--- src/rtl/wb_host_seq_pkg.sv ---
// Shared definitions for the Wishbone host sequencer: FSM encoding, register map
// and the default error word returned on an ack timeout.
package wb_host_seq_pkg;

  typedef enum logic [1:0] {
    ST_IDLE = 2'd0,
    ST_BUS  = 2'd1,
    ST_RESP = 2'd2
  } state_t;

  localparam logic [31:0] BASE_ADDRESS = 32'h3000_0000;

  localparam logic [7:0] REG_NR       = 8'h00;
  localparam logic [7:0] REG_ID       = 8'h04;
  localparam logic [7:0] REG_IRQ      = 8'h08;
  localparam logic [7:0] REG_FIB_CTRL = 8'h0C;
  localparam logic [7:0] REG_CLOCK    = 8'h10;
  localparam logic [7:0] REG_FIB_VAL  = 8'h14;
  localparam logic [7:0] REG_WRITE    = 8'h18;
  localparam logic [7:0] REG_READ     = 8'h1C;
  localparam logic [7:0] REG_PANIC    = 8'h20;

  localparam logic [31:0] ERR_DATA_DEFAULT = 32'hdead_dead;

endpackage

--- src/rtl/wb_ack_timer.sv ---
// Ack-wait counter: cleared by load, advanced by en, expire flags the last
// permitted wait cycle (count == LIMIT-1).
module wb_ack_timer #(
  parameter int WIDTH = 8,
  parameter int LIMIT = 16
) (
  input  logic wb_clk_i,
  input  logic reset,
  input  logic load,
  input  logic en,
  output logic expire
);

  logic [WIDTH-1:0] count;

  always_ff @(posedge wb_clk_i) begin
    if (reset || load) begin
      count <= '0;
    end else if (en) begin
      count <= count + 1'b1;
    end
  end

  assign expire = (count == WIDTH'(LIMIT - 1));

endmodule

--- src/rtl/wb_host_seq.sv ---
// Single-outstanding Wishbone classic initiator: one command in, one bus cycle,
// one response out. Ack timeout is built only when WB_HOST_TIMEOUT_EN is defined.
module wb_host_seq
  import wb_host_seq_pkg::*;
#(
  parameter int          TIMEOUT_CYCLES = 16,
  parameter int          TIMEOUT_WIDTH  = 8,
  parameter logic [31:0] ERR_DATA       = ERR_DATA_DEFAULT
) (
  input  logic        wb_clk_i,
  input  logic        reset,
  input  logic        cmd_valid,
  output logic        cmd_ready,
  input  logic        cmd_we,
  input  logic [31:0] cmd_adr,
  input  logic [31:0] cmd_dat,
  input  logic [3:0]  cmd_sel,
  output logic        rsp_valid,
  input  logic        rsp_ready,
  output logic [31:0] rsp_dat,
  output logic        rsp_err,
  output logic        busy,
  output logic        wbm_cyc_o,
  output logic        wbm_stb_o,
  output logic        wbm_we_o,
  output logic [3:0]  wbm_sel_o,
  output logic [31:0] wbm_adr_o,
  output logic [31:0] wbm_dat_o,
  input  logic        wbm_ack_i,
  input  logic [31:0] wbm_dat_i
);

  state_t      state, state_n;
  logic        cmd_ready_r, cmd_ready_n;
  logic        rsp_valid_r, rsp_valid_n;
  logic [31:0] rsp_dat_r, rsp_dat_n;
  logic        busy_r, busy_n;
  logic        cyc_r, cyc_n;
  logic        we_r, we_n;
  logic [3:0]  sel_r, sel_n;
  logic [31:0] adr_r, adr_n;
  logic [31:0] dat_r, dat_n;

`ifdef WB_HOST_TIMEOUT_EN
  logic rsp_err_r, rsp_err_n;
  logic timer_load, timer_en, timer_expire;

  wb_ack_timer #(
    .WIDTH (TIMEOUT_WIDTH),
    .LIMIT (TIMEOUT_CYCLES)
  ) u_timer (
    .wb_clk_i (wb_clk_i),
    .reset    (reset),
    .load     (timer_load),
    .en       (timer_en),
    .expire   (timer_expire)
  );
`endif

  always_ff @(posedge wb_clk_i) begin
    if (reset) begin
      state       <= ST_IDLE;
      cmd_ready_r <= 1'b1;
      rsp_valid_r <= 1'b0;
      rsp_dat_r   <= '0;
      busy_r      <= 1'b0;
      cyc_r       <= 1'b0;
      we_r        <= 1'b0;
      sel_r       <= '0;
      adr_r       <= '0;
      dat_r       <= '0;
`ifdef WB_HOST_TIMEOUT_EN
      rsp_err_r   <= 1'b0;
`endif
    end else begin
      state       <= state_n;
      cmd_ready_r <= cmd_ready_n;
      rsp_valid_r <= rsp_valid_n;
      rsp_dat_r   <= rsp_dat_n;
      busy_r      <= busy_n;
      cyc_r       <= cyc_n;
      we_r        <= we_n;
      sel_r       <= sel_n;
      adr_r       <= adr_n;
      dat_r       <= dat_n;
`ifdef WB_HOST_TIMEOUT_EN
      rsp_err_r   <= rsp_err_n;
`endif
    end
  end

  always_comb begin
    state_n     = state;
    cmd_ready_n = cmd_ready_r;
    rsp_valid_n = rsp_valid_r;
    rsp_dat_n   = rsp_dat_r;
    cyc_n       = cyc_r;
    we_n        = we_r;
    sel_n       = sel_r;
    adr_n       = adr_r;
    dat_n       = dat_r;
`ifdef WB_HOST_TIMEOUT_EN
    rsp_err_n   = rsp_err_r;
    timer_load  = 1'b0;
    timer_en    = 1'b0;
`endif
    case (state)
      ST_IDLE: begin
        if (cmd_valid) begin
          we_n        = cmd_we;
          sel_n       = cmd_sel;
          adr_n       = cmd_adr;
          dat_n       = cmd_dat;
          cyc_n       = 1'b1;
          cmd_ready_n = 1'b0;
          state_n     = ST_BUS;
`ifdef WB_HOST_TIMEOUT_EN
          timer_load  = 1'b1;
`endif
        end
      end
      ST_BUS: begin
        // Ack takes priority over an expiry landing in the same cycle.
        if (wbm_ack_i) begin
          cyc_n       = 1'b0;
          rsp_dat_n   = we_r ? 32'h0 : wbm_dat_i;
          rsp_valid_n = 1'b1;
          state_n     = ST_RESP;
`ifdef WB_HOST_TIMEOUT_EN
          rsp_err_n   = 1'b0;
        end else if (timer_expire) begin
          cyc_n       = 1'b0;
          rsp_dat_n   = ERR_DATA;
          rsp_err_n   = 1'b1;
          rsp_valid_n = 1'b1;
          state_n     = ST_RESP;
        end else begin
          timer_en    = 1'b1;
`endif
        end
      end
      ST_RESP: begin
        if (rsp_ready) begin
          rsp_valid_n = 1'b0;
          cmd_ready_n = 1'b1;
          state_n     = ST_IDLE;
        end
      end
      default: state_n = ST_IDLE;
    endcase
    busy_n = (state_n != ST_IDLE);
  end

  assign cmd_ready = cmd_ready_r;
  assign rsp_valid = rsp_valid_r;
  assign rsp_dat   = rsp_dat_r;
  assign busy      = busy_r;
  assign wbm_cyc_o = cyc_r;
  assign wbm_stb_o = cyc_r;
  assign wbm_we_o  = we_r;
  assign wbm_sel_o = sel_r;
  assign wbm_adr_o = adr_r;
  assign wbm_dat_o = dat_r;
`ifdef WB_HOST_TIMEOUT_EN
  assign rsp_err   = rsp_err_r;
`else
  assign rsp_err   = 1'b0;
`endif

endmodule

--- config.mk ---
export PLATFORM = sky130hd
export DESIGN_NAME = wb_host_seq
export DESIGN_NICKNAME = d
export VERILOG_FILES = /design/src/rtl/wb_host_seq_pkg.sv /design/src/rtl/wb_ack_timer.sv /design/src/rtl/wb_host_seq.sv
export SDC_FILE = /design/constraint.sdc
export NUM_CORES = 1
export LEC_CHECK = 0
export CORE_MARGIN = 2
export CORE_UTILIZATION = 40
export CTS_BUF_LIST = sky130_fd_sc_hd__clkbuf_2
export DETAILED_ROUTE_END_ITERATION = 8
export PLACE_DENSITY_LB_ADDON = 0.12
export SLEW_MARGIN = 20
export SYNTH_ARGS = -nofsm -noshare
export SYNTH_HDL_FRONTEND = slang
export SYNTH_HIERARCHICAL = 1
export SYNTH_SLANG_ARGS = --single-unit
--- constraint.sdc ---
create_clock -name wb_clk_i -period 1.9 [get_ports wb_clk_i]
set_clock_uncertainty 0.2 [all_clocks]
set_input_delay 0.38 -clock wb_clk_i [delete_from_list [all_inputs] [get_ports wb_clk_i]]
set_output_delay 0.38 -clock wb_clk_i [all_outputs]
set_load 0.005 [all_outputs]
==> metrics, run 1 <==
status=finished, final reports clean; Initial DRC Count=108; Register Area=0.002272 mm²; global-route wire length before repair=17640 µm; final net count=780; Routed WL per cell=14.15 µm; Clk pin slew, worst setup/hold paths=0.27 ns; antenna diode instance count=0; Die Y=102.3 µm; Placement Rows=35; die area=0.01046 mm²; post-synth top area cell=dfxtp_1; Avg Cell Area, Syn=8.183 µm²; vias post-DR=3864; TritonCTS Buffers=9; worst path bufs/invs=1; Tcrit/Tclk final=92.39%; final count of pins violating max slew=0; drc violations=0; Hold Crit Class=input port to register; fill count=840; startpoint types=register; CP peak stage delay=0.38 ns; number of vias per cell=4.788; max-cap violations=0; critical-path maximum fanout=2; Final Hold Fails=0; clk sinks=107; register area share after synthesis=55.46%; Top delay family on crit path=flip-flops; Global Route Usage Sum=21.22%; power density cells=665.7 mW/mm²; IO buf count=211; Yosys reg bits=107; Die Wd=102.3 µm; clk buf depth=2; DP Wirelength=8138 µm; vias in the first global route=3713; overall power=4.132 mW; adder-cell area share of the yosys netlist=0%; critical path arrival=1.18 ns; Synth Instances=472; Netlist cell types=21; initial core utilization=41.60%; mux cell area share after synthesis=0%; Tmin final=1.755 ns; GP Congestion=0.7433; dpl ws=-0.1903 ns; Synth Cell Area=0.003862 mm²; xor/xnor cell area share of the yosys netlist=0%; Ports=213; setup ws final=0.1446 ns; final wirelength=11420 µm; count of final setup violators=0; share of the synthesized area in the top cell type=55.46%; Synth Area in Compound Gates=13.80%; clk root buf=clkbuf_2; drt first pass iters=4; synth warn=6; synth-to-layout area growth=60.71%; initial antenna violation count=0; Placed Cells=786; TritonCTS clock tree=built; clk_lat worst skew=0.52 ns; Crit Path Category=register to primary output; unrepaired setup endpoints after global routing=false; multi-input combinational cell area=0.001521 mm²; largest net degree at the start of global routing=51; worst endpoint required time=1.32 ns; Peak VDD IR=0.4634 mV; most frequent cells in the layout=nand2_1, dlygate4sd2_1, a21oi_1, dfxtp_2, clkdlybuf4s50_1; critical path, cell by cell=dlygate4sd2_1; largest family of logic cells by synthesized area=simple AND/OR/NAND/NOR gates; Synth Area in Simple Gates=25.33%; Post-Layout Cell Count=807; total core area=0.009284 mm²; H-Tree Depth=3; Pleak=2.713 nW; GRT overflow=0; Crit-path slowest cell=dfxtp_2; most common cell after layout, fill and taps aside=nand2_1; fmax=569.7 MHz; CP endpoint kind=primary output; dominant cells by area after synthesis=dfxtp_1, nand2_1, a21oi_1; DRT antenna net count=0; share of cells above drive strength 1=21.24%; syn nets=578
final cells by class:
| cell class | instances | share of cell area, % |
|---|---|---|
| repair buffers | 232 | 34.97 |
| clock buffers | 10 | 0.8063 |
| clock inverters | 5 | 0.5039 |
| multi-input cells | 324 | 24.51 |
| well taps | 129 | 2.600 |
| flip-flops and latches | 107 | 36.61 |
final timing paths:
path,start,endpoint,slack (ns),cells after the start
max,wbm_adr_o[4]$_SDFFE_PP0P_,wbm_adr_o[4],0.14,1
min,cmd_dat[21],wbm_dat_o[21]$_SDFFE_PP0P_,0.15,3
max reg2reg,state[1]$_SDFF_PP0_,wbm_we_o$_SDFFE_PP0P_,0.25,4
min reg2reg,rsp_dat[23]$_SDFFE_PP0P_,rsp_dat[23]$_SDFFE_PP0P_,0.26,2
synth_stat cells, drive strengths merged:
cell type and instances:
nand2 171, dfxtp 107, a21oi 104, nand3b 34, buf 22, clkbuf 19, nand2b 2, nor2 2
or3b 2, a211oi 1, and3b 1, conb 1, nand3 1, nor2b 1, nor3 1, nor3b 1
o21ai 1, or2 1
per-layer routing:
layer / global-route usage, % / part of all wire [%] / vias to the layer above
met4: 10.05 / 3.8 / 0
met5: 0 / 0 / -
met3: 6.703 / 7.9 / 33
met2: 35.27 / 47 / 145
li1: - / - / 1936
met1: 24.93 / 41 / 1750
logic make-up after synthesis:
kind of cell	Yosys count
simple gates	217
flops	107
compound gates	106
buf+inv	41
other cells	1
where the power goes:
| group | switching [mW] | internal [mW] |
|---|---|---|
| logic | 0.350 | 0.457 |
| clock network | 0.703 | 0.162 |
| registers | 0.0587 | 2.40 |
per-stage QoR:
stage	util, %	cell area (µm²)	hold slack, ns	setup TNS (ns)
final	66.86	6207	0.1533	0
after global routing	66.86	6207	0.07020	0
after CTS	66.91	6212	0.08917	0
after detailed placement	65.54	6085	0.2421	-11.24
after global placement	65.54	6085	0.2384	-8.736
after floorplan	-	3862	0.2483	0
sequential cells by signal (all words and copies together) (netlist names):
register   cells
wbm_sel_o      4
cmd_ready      1
wbm_we_o       1
wbm_adr_o     32
rsp_dat       32
wbm_dat_o     32
busy           1
wbm_cyc_o      1
rsp_valid      1
state          2
what timing repair did:
item	4_1_cts	5_1_grt
hold buffers	1	0
endpoints found under the hold margin	19	0
buffers inserted	5	0
gates resized for setup	211	1
cloned	0	0
endpoints found under the setup margin	106	1
Power figures use the tool's default switching activity.
==> run 2: changes to the inputs <==
- CORE_UTILIZATION: 40 -> 36
- clock period: 1.9 -> 1.4 ns (I/O delays scaled with it)
==> run 2 against run 1 <==
Effect of this change:
- the flow now finishes with violations (negative setup slack)
- register-to-register slack worse by 0.48 ns
- critical path depth stayed put
- core utilization is 13 points higher
- flip-flop and latch count stayed put
- die area is 11% higher
- sequential share of layout area is 8.9 points lower
- setup slack worse by 0.40 ns
- cell count is 10% higher
- first-iteration DRC count is 110% higher
- routed wire length is 46% higher
- worst hold slack worse by 0.13 ns
- critical path type unchanged
- largest cell class is now non-clock buffers
- largest power group unchanged
==> metrics, run 2 (same netlist as run 1, synthesis figures left out) <==
antenna diode instance count=0; clk root buf=clkbuf_2; share of cells above drive strength 1=60.93%; Critical path destination=wbm_dat_o[27]; fill count=643; vias post-DR=4470; Global Route Usage Sum=24.21%; DP Wirelength=8151 µm; final count of pins violating max slew=0; critical path, cell by cell=buf_2; drc violations=0; dpl ws=-0.5875 ns; global-route wire length before repair=21910 µm; Tmin final=1.654 ns; CP endpoint kind=primary output; Hold Crit Class=input port to register; startpoint types=register; total core area=0.01037 mm²; clk sinks=107; TritonCTS Buffers=9; max-cap violations=0; most frequent cells in the layout=clkdlybuf4s50_1, dfxtp_2, buf_6; clk_lat worst skew=0.53 ns; Die Y=107.6 µm; most common cell after layout, fill and taps aside=clkdlybuf4s50_1; Tcrit/Tclk final=118.1%; DRT antenna net count=0; critical-path maximum fanout=2; Crit Path Category=register to primary output; R2R depth=7; Die Wd=107.6 µm; initial core utilization=37.25%; Top delay family on crit path=flip-flops; largest net degree at the start of global routing=34; initial antenna violation count=0; Post-Layout Cell Count=891; final wirelength=16670 µm; H-Tree Depth=3; final net count=858; die area=0.01157 mm²; failing checks=negative setup slack; CP peak stage delay=0.45 ns; GRT overflow=0; synth-to-layout area growth=114.3%; Crit-path slowest cell=dfxtp_2; Ports=213; worst endpoint required time=0.92 ns; Placement Rows=37; Clk pin slew, worst setup/hold paths=0.33 ns; setup ws final=-0.2541 ns; setup slack, reg-to-reg=-0.23 ns; worst setup path start=wbm_dat_o[27]$_SDFFE_PP0P_; clk buf depth=2; Pleak=3.479 nW; GP Congestion=0.7731; reg-to-reg endpoint=wbm_dat_o[6]$_SDFFE_PP0P_; overall power=7.098 mW; Final Hold Fails=0; number of vias per cell=5.017; power density cells=857.8 mW/mm²; Initial DRC Count=227; critical path arrival=1.17 ns; fmax=604.6 MHz; final core utilization=79.80%; TritonCTS clock tree=built; drt first pass iters=4; unrepaired setup endpoints after global routing=true; IO buf count=211; Routed WL per cell=18.71 µm; status=complete, but fails checks; count of final setup violators=213; Critical Path Stages=1; worst path bufs/invs=1; Placed Cells=798; reg2reg start=state[0]$_SDFF_PP0_; vias in the first global route=4423; Peak VDD IR=0.5522 mV
## run 2: timing repair
action | 4_1_cts | 5_1_grt
pin swaps | 96 | 92
gates resized for setup | 655 | 224
setup buffers | 20 | 17
hold endpoints to repair | 33 | 2
cloned | 15 | 7
setup endpoints to repair | 210 | 212
hold buffers | 27 | 2
## run 2: per-stage QoR
stage                     setup TNS [ns]  instance area (µm²)  hold slack (ns)
after floorplan                   -7.766                 3876           0.2160
after global placement            -46.99                 6156           0.2374
after detailed placement          -51.05                 6156           0.2428
after CTS                         -31.51                 7286        0.0009046
after global routing              -45.78                 8275        -0.007050
final                             -31.68                 8275          0.02736
## run 2: how the worst min path moves through the flow
stage                                         from                         to  slack, ns  cells past startpoint
final                                 wbm_dat_i[5]    rsp_dat[5]$_SDFFE_PP0P_       0.03                      3
after CTS                               cmd_dat[0]  wbm_dat_o[0]$_SDFFE_PP0P_     0.0009                      3
after global routing                  wbm_dat_i[0]    rsp_dat[0]$_SDFFE_PP0P_     -0.007                      3
after floorplan                         cmd_adr[0]  wbm_adr_o[0]$_SDFFE_PP0P_       0.22                      2
after global placement    rsp_dat[31]$_SDFFE_PP0P_   rsp_dat[31]$_SDFFE_PP0P_       0.24                      2
after detailed placement  rsp_dat[19]$_SDFFE_PP0P_   rsp_dat[19]$_SDFFE_PP0P_       0.24                      2
## run 2: power breakdown
group	total (mW)	internal [mW]	leakage [nW]	switching, mW
clock network	1.61	0.585	0.0745	1.03
logic	2.10	1.22	2.48	0.875
registers	3.39	3.26	0.921	0.132
total	7.10	5.06	3.48	2.04
## run 2: per-layer routing
layer | up-vias | global-route usage (%) | share of wire (%)
li1 | 2106 | - | -
met2 | 178 | 41.28 | 51
met5 | - | 0 | 0
met1 | 2137 | 28.09 | 39
met4 | 0 | 12.09 | 4.2
met3 | 49 | 6.114 | 6.3
## run 2: area by class of cell
cell class / instances / area, µm² / share of cell area, %
Clock buffer: 10 / 50.05 / 0.6048
Clock inverter: 4 / 76.32 / 0.9223
Multi-Input combinational cell: 324 / 2312 / 27.94
Sequential cell: 107 / 2291 / 27.68
Tap cell: 136 / 170.2 / 2.056
Timing Repair Buffer: 310 / 3376 / 40.79
## run 2: worst register-to-register path: stages (launching register included)
cell	delay, ns
dfxtp_2	0.39
buf_6	0.12
nor3b_4	0.23
buf_6	0.20
buf_12	0.15
clkbuf_16	0.15
nand2_4	0.04
a21oi_2	0.11
==> run 3: changes to the inputs <==
- SKIP_LAST_GASP: default -> 1
==> run 3 against run 2 <==
Effect of this change:
- core utilization down 1.4 points
- cell count down 0.67%
- flip-flop and latch count unchanged
- critical path depth up 6
- first-iteration DRC count down 11%
- register-to-register slack about the same
- sequential share of layout area up 0.33 points
- design area down 1.8%
- global-route usage about the same
- the run still ends with negative setup slack left
- total power down 1.2%
- fmax up 1.7%
==> metrics, run 3 (same netlist as run 1, synthesis figures left out) <==
status=complete, but fails checks; initial antenna violation count=0; largest net degree at the start of global routing=34; Hold Crit Class=input port to register; overall power=7.010 mW; DP Wirelength=8151 µm; Pleak=3.419 nW; total core area=0.01037 mm²; startpoint types=register; final wirelength=16210 µm; global-route wire length before repair=21910 µm; Crit Path Category=register to register; critical path, cell by cell=buf_6 -> nor3b_4 -> buf_6 -> buf_12 -> clkbuf_16 -> nand2_4 -> a21oi_2; Crit-path slowest cell=dfxtp_2; TritonCTS clock tree=built; sequential share of power=48.3%; max-cap violations=0; IO buf count=211; drc violations=0; Die Wd=107.6 µm; final hold slack=0.03665 ns; count of final setup violators=212; Final Hold Fails=0; unrepaired setup endpoints after global routing=true; number of vias per cell=5.056; Ports=213; fill count=665; Comb power frac=28.9%; vias in the first global route=4425; dpl ws=-0.5875 ns; clk_lat worst skew=0.53 ns; Tcrit/Tclk final=116.2%; Tmin final=1.626 ns; multi-input combinational cell area=0.002286 mm²; synth-to-layout area growth=110.4%; Clk pwr share=22.9%; Clk pin slew, worst setup/hold paths=0.30 ns; Crit path top cell by count=buf_6; H-Tree Depth=3; CP endpoint kind=register; CP peak stage delay=0.39 ns; GP Congestion=0.7731; power density cells=862.8 mW/mm²; most common cell after layout, fill and taps aside=dfxtp_2; DRT antenna net count=0; Placement Rows=37; Register Area=0.002276 mm²; Routed WL per cell=18.32 µm; final count of pins violating max slew=0; Die Y=107.6 µm; worst endpoint required time=1.69 ns; most frequent cells in the layout=dfxtp_2, clkdlybuf4s50_1, nand2_1; GRT overflow=0; critical-path maximum fanout=5; initial core utilization=37.25%; switch share=28.41%; Initial DRC Count=203; die area=0.01157 mm²; TritonCTS Buffers=9; vias post-DR=4475; final core utilization=78.35%; Global Route Usage Sum=24.17%; antenna diode instance count=0; critical path arrival=1.91 ns; share of cells above drive strength 1=59.28%; clk sinks=107; setup ws final=-0.2264 ns; fmax=614.9 MHz; clk buf depth=2; P_int=5.019 mW; final net count=852; failing checks=negative setup slack; drt first pass iters=4; clk root buf=clkbuf_2; Peak VDD IR=0.5521 mV; NetSw=1.991 mW
## run 3: power by group through the flow
stage / sequential, mW / combinational, mW / clock, mW
2_1_floorplan: 3.39 / 0.427 / 0
3_3_place_gp: 3.37 / 1.21 / 0
3_5_place_dp: 3.37 / 1.22 / 0
4_1_cts: 3.36 / 1.66 / 1.63
5_1_grt: 3.41 / 2.13 / 1.78
6_report: 3.38 / 2.02 / 1.60
## run 3: what timing repair did
item | 4_1_cts | 5_1_grt
hold buffers | 27 | 1
setup buffers | 20 | 12
endpoints found under the setup margin | 210 | 212
gates resized for setup | 649 | 207
hold endpoints to repair | 33 | 1
cloned | 15 | 4
pin swaps | 96 | 94
## run 3: worst paths after layout
path                                            startpoint                         end  slack [ns]  depth (start not counted)
worst max-delay path                   state[0]$_SDFF_PP0_   wbm_dat_o[6]$_SDFFE_PP0P_       -0.23                          7
worst min-delay path                           cmd_dat[21]  wbm_dat_o[21]$_SDFFE_PP0P_        0.04                          3
worst max register to register         state[0]$_SDFF_PP0_   wbm_dat_o[6]$_SDFFE_PP0P_       -0.23                          7
worst min register to register  wbm_dat_o[29]$_SDFFE_PP0P_  wbm_dat_o[29]$_SDFFE_PP0P_        0.26                          2
## run 3: stage by stage
| stage | TNS [ns] | instance area, µm² | std cells |
|---|---|---|---|
| after floorplan | -7.766 | 3876 | 472 |
| after global placement | -46.99 | 6156 | 798 |
| after detailed placement | -51.05 | 6156 | 798 |
| after CTS | -31.54 | 7264 | 874 |
| after global routing | -46.25 | 8125 | 885 |
| final | -30.62 | 8125 | 885 |
## run 3: worst max-delay path: cells and delay by family, from the launching register on
family                 cells  cell delay [ns]
buffers and inverters      4             0.59
DFF                        1             0.39
and+or+nand+nor            2             0.28
AOI/OAI and AO/OA          1             0.11
## run 3: layout make-up
type / instances / share of cell area (%)
Sequential cell: 107 / 28.01
Clock buffer: 10 / 0.6160
Multi-Input combinational cell: 324 / 28.13
Timing Repair Buffer: 304 / 40.21
Tap cell: 136 / 2.094
Clock inverter: 4 / 0.9393
## run 3: per-layer routing
layer | wire length (µm) | share of wire (%) | vias to the layer above | GRT usage, %
li1 | - | - | 2091 | -
met1 | 6178 | 38 | 2132 | 28.09
met2 | 8090 | 50 | 192 | 41.24
met3 | 1053 | 6.5 | 60 | 6.174
met4 | 887 | 5.5 | 0 | 11.81
met5 | 0 | 0 | - | 0
